===== src/rtl/bht_predictor.sv =====
// Per-PC branch history table: DEPTH saturating counters, two lookups, one EX update.
// Optional global-history index hashing is enabled with `define BHT_GSHARE_EN.
module bht_predictor #(
  parameter int PC_W   = 32,
  parameter int IDX_W  = 6,
  parameter int CNT_W  = 2,
  parameter int STAT_W = 16
) (
  input  logic              clk,
  input  logic              rst,
  output logic              ready,
  input  logic [PC_W-1:0]   lk0_pc,
  output logic              lk0_taken,
  input  logic [PC_W-1:0]   lk1_pc,
  output logic              lk1_taken,
  input  logic              upd_valid,
  input  logic [PC_W-1:0]   upd_pc,
  input  logic              upd_taken,
  input  logic              upd_pred,
  output logic [STAT_W-1:0] mispred_cnt
);
  localparam int DEPTH = 1 << IDX_W;
  localparam logic [CNT_W-1:0] INIT_VAL = {1'b0, {(CNT_W-1){1'b1}}};
  localparam logic [CNT_W-1:0] CNT_MAX  = '1;

  typedef enum logic {INIT, RUN} state_t;

  state_t                      state, state_nxt;
  logic [IDX_W-1:0]            init_ptr;
  logic [DEPTH-1:0][CNT_W-1:0] cnt_tab;
  logic [IDX_W-1:0]            hist;
  logic [IDX_W-1:0]            idx0, idx1, idxu;
  logic [CNT_W-1:0]            cur, cnt_nxt;
  logic                        upd_en;

  // Only the index bits of each PC participate in the lookup.
  logic unused_pc;
  assign unused_pc = ^{lk0_pc[PC_W-1:IDX_W+2], lk0_pc[1:0],
                       lk1_pc[PC_W-1:IDX_W+2], lk1_pc[1:0],
                       upd_pc[PC_W-1:IDX_W+2], upd_pc[1:0]};

`ifdef BHT_GSHARE_EN
  logic [IDX_W-1:0] ghr;
  assign hist = ghr;

  // History is cleared through the sweep; updates shift in the actual outcome.
  always_ff @(posedge clk) begin
    if (rst || state == INIT) ghr <= '0;
    else if (upd_valid)       ghr <= {ghr[IDX_W-2:0], upd_taken};
  end
`else
  assign hist = '0;
`endif

  assign idx0   = lk0_pc[IDX_W+1:2] ^ hist;
  assign idx1   = lk1_pc[IDX_W+1:2] ^ hist;
  assign idxu   = upd_pc[IDX_W+1:2] ^ hist;

  assign ready     = (state == RUN);
  assign lk0_taken = ready & cnt_tab[idx0][CNT_W-1];
  assign lk1_taken = ready & cnt_tab[idx1][CNT_W-1];
  assign upd_en    = ready & upd_valid;

  always_comb begin
    state_nxt = state;
    if (state == INIT && init_ptr == IDX_W'(DEPTH-1)) state_nxt = RUN;
  end

  always_comb begin
    cur     = cnt_tab[idxu];
    cnt_nxt = cur;
    if (upd_taken) begin
      if (cur != CNT_MAX) cnt_nxt = cur + CNT_W'(1);
    end else begin
      if (cur != '0)      cnt_nxt = cur - CNT_W'(1);
    end
  end

  always_ff @(posedge clk) begin
    if (rst) begin
      state       <= INIT;
      init_ptr    <= '0;
      mispred_cnt <= '0;
    end else begin
      state <= state_nxt;
      if (state == INIT) init_ptr <= init_ptr + IDX_W'(1);
      if (upd_en && (upd_taken != upd_pred) && (mispred_cnt != '1))
        mispred_cnt <= mispred_cnt + STAT_W'(1);
    end
  end

  // Table has no reset; the sweep initialises it after every rst.
  always_ff @(posedge clk) begin
    if (!rst) begin
      if (state == INIT) cnt_tab[init_ptr] <= INIT_VAL;
      else if (upd_en)   cnt_tab[idxu]     <= cnt_nxt;
    end
  end
endmodule


===== config.mk =====
export PLATFORM = sky130hd
export DESIGN_NAME = bht_predictor
export DESIGN_NICKNAME = d
export VERILOG_FILES = /design/src/rtl/bht_predictor.sv
export SDC_FILE = /design/constraint.sdc
export NUM_CORES = 1
export LEC_CHECK = 0
export BUFFER_PORTS_ARGS = -buffer_cell sky130_fd_sc_hd__clkbuf_2
export CAP_MARGIN = 0
export CORE_MARGIN = 10
export CORE_UTILIZATION = 30
export DETAILED_ROUTE_END_ITERATION = 8
export HOLD_SLACK_MARGIN = 0.03
export SLEW_MARGIN = 20
export SYNTH_ARGS = -nofsm -noshare
export SYNTH_HDL_FRONTEND = slang
export SYNTH_SLANG_ARGS = --single-unit

===== constraint.sdc =====
create_clock -name clk -period 2.5 [get_ports clk]
set_input_delay 0.25 -clock clk [delete_from_list [all_inputs] [get_ports clk]]
set_output_delay 0.25 -clock clk [all_outputs]
set_load 0.01 [all_outputs]

==> results.cfg <==
[clocking]
clock_sinks = 151
cts-root-buf = clkbuf_16
clockBufferDepth = 2
cts_tree = built
clk_latency_ns = 0.45
clk_pin_slew_worst_paths_ns = 0.07
cts_buffers = 17
htreeDepth = 4

[floorplan]
die_w_um = 209
die_y_um = 209
initial_core_util_pct = 30.3
die_area_mm2 = 0.0438
ios = 120
design.core.area_mm2 = 0.0355
rows = 69

[placement]
placed_area_mm2 = 0.0122
port_buffers = 41
dpl_worst_slack_ns = -0.510
globalplace.congestion = 0.929
dp_hpwl_um = 24300

[grt]
grt_overflow = 0
grt_max_degree = 225
antenna_found_initial = 0
grt_pass1_vias = 9238
grt_pass1_wl_um = 57800
track_usage_pct = 16.9

[finish]
final_area_mm2 = 0.0136
syn_to_final_growth_pct = 26.0
layout.nets = 1277
n_antenna_cell = 0
mostFrequentLayoutCell = nand2_1
drive_gt1_share_pct = 36.6
mostFrequentLayoutCells = nand2_1 (141), a21oi_1 (136), edfxtp_1 (128), buf_4 (120), nand3_1 (74)
num-fill-cells = 3397

[sta]
worst_slew_pin_slew_ns = 1.17
period_needed_ns = 3.01
worst_slack_ns = -0.512
finClkSkew_ns = 0.0108
setup_viol = 130
final_hold_viol_count = 0
rsz0062_at_grt = yes
fmax_ghz = 0.332
slew_violations = 0
fin_crit_sh_pct = 120
relSlewSlack_pct = 21.9

[worst_setup_path]
regToRegStartpoint = cnt_tab[77]
rrSetupSlack_ns = -0.49
cp-startpoint = cnt_tab[77]
crit_end = lk1_taken
worstSetupStartpointType = flop
critical_path_arrival_ns = 2.76
path_max_fanout = 3
r2r_cells = 12
cp.required_ns = 2.25
worst-setup-path-type = flop to primary output
r2r-end = cnt_tab[30]
worstSetupEndpointType = primary output

[synthesis]
synthCells = 1077
synth_cell_type_count = 65
ys.flop_type = edfxtp_1
avgSynthCellArea_um2 = 9.99
ys_ff_latch = 151
ys_seq_area_share_pct = 40.0
ys_warn_count = 0
syn-num-nets = 1180
ys_async_sr_fraction_pct = 0
synth-edff-count = 128
synth_area_mm2 = 0.0108

[pwr]
pwr_density_cell_mw_per_mm2 = 562
p_leak_nw = 4.69
ir_drop_v = 0.000479

[drt]
wl_per_cell_um = 23.1
drc = 0
wirelength_um = 38100
antenna_left = 0
vias = 9806
viasPerCell = 5.95
first_pass_iters = 6
drtIter0Drc = 1142

[run]
cap_violations = 0

[outcome]
violations = setup timing
status = complete, but fails checks

[worst_hold_path]
hp-class = primary input to flop
sequential cells by signal (all words and copies together) (netlist names):
signal	count
cnt_tab	128
init_ptr	6
mispred_cnt	16
ready	1
cell families (layout without fill, tap and decap cells):
group / Yosys count / count (layout) / share of synthesized area (%)
multiplexers: 86 / 86 / 14.3
adder cells (fa/ha/maj): 4 / 4 / 0.465
flip-flops: 151 / 151 / 40.0
XOR/XNOR: 16 / 16 / 1.30
AND/OR/NAND/NOR: 374 / 374 / 18.5
buffers and inverters: 133 / 243 / 6.26
AO/OA/AOI/OAI: 313 / 313 / 19.1
worst min path at each step:
stage                      endpoint  slack [ns]  depth (start not counted)      startpoint
floorplan               init_ptr[3]        0.32                          1             rst
global placement     mispred_cnt[7]        0.51                          2  mispred_cnt[7]
detailed placement   mispred_cnt[7]        0.53                          2  mispred_cnt[7]
CTS                 mispred_cnt[13]        0.23                          3             rst
global route         mispred_cnt[4]        0.27                          3             rst
finish              mispred_cnt[13]        0.24                          3             rst
Yosys cell counts, drive strengths merged (5+ instances only):
cell | number | area share, %
nand2 | 141 | 4.9
a21oi | 136 | 6.3
edfxtp | 128 | 36
clkbuf | 90 | 3.2
nand3 | 75 | 3.5
o21ai | 72 | 3.3
nand3b | 68 | 4.7
o22ai | 65 | 6.5
mux4 | 53 | 11
buf | 35 | 2.8
nor2 | 27 | 0.94
mux2i | 24 | 2.2
dfxtp | 23 | 4.3
a22oi | 14 | 1.1
and3 | 13 | 0.76
xor2 | 12 | 0.98
nor3 | 11 | 0.81
nor3b | 10 | 0.90
mux2 | 9 | 1.0
inv | 8 | 0.28
and3b | 6 | 0.49
a31oi | 5 | 0.29
nand4 | 5 | 0.29
critical path, stage by stage, from the launching register on:
cell	delay [ns]
edfxtp_1	0.44
buf_6	0.16
mux4_2	0.49
mux4_2	0.46
mux4_2	0.47
and2_4	0.18
buf_6	0.12
power by group:
part | internal [mW] | leakage, nW | total [mW] | switching [mW]
sequential | 2.88 | 1.44 | 3.00 | 0.115
combinational | 0.891 | 2.95 | 1.86 | 0.969
clock | 1.52 | 0.302 | 2.77 | 1.25
stage by stage:
stage	cells	total power [mW]	TNS [ns]	util, %	hold WS [ns]
after CTS	1654	7.72	-43.04	38.4	0.231
after detailed placement	1584	4.39	-55.65	34.2	0.526
after global placement	1584	4.37	-49.69	34.2	0.508
after global routing	1648	7.82	-61.12	38.2	0.265
after floorplan	1077	3.87	-0.210	-	0.319
final	1648	7.63	-52.60	38.2	0.239
area by class of cell:
class / instances / area, um2 / share of cell area (%)
clock inverter: 15 / 184 / 1.36
clock buffer: 17 / 425 / 3.14
timing repair buffer: 203 / 1930 / 14.2
tap: 461 / 577 / 4.25
multi-input combinational: 793 / 6110 / 45.1
sequential: 151 / 4310 / 31.8
inverter: 8 / 30.0 / 0.221
routing by layer:
layer	vias up	routed length (um)	share of wire, %	global-route usage [%]
met5	-	0	0	0
met4	0	1450	3.8	7.47
met3	85	3420	9.0	2.97
met2	556	17700	46	26.4
met1	4858	15600	41	22.5
li1	4307	-	-	-
timing repair:
action,CTS,global route
buffers inserted,27,0
pin swaps,53,14
endpoints found under the setup margin,130,130
hold buffers,0,0
gates cloned,11,0
resized for setup,133,25
Power figures use the tool's default switching activity.
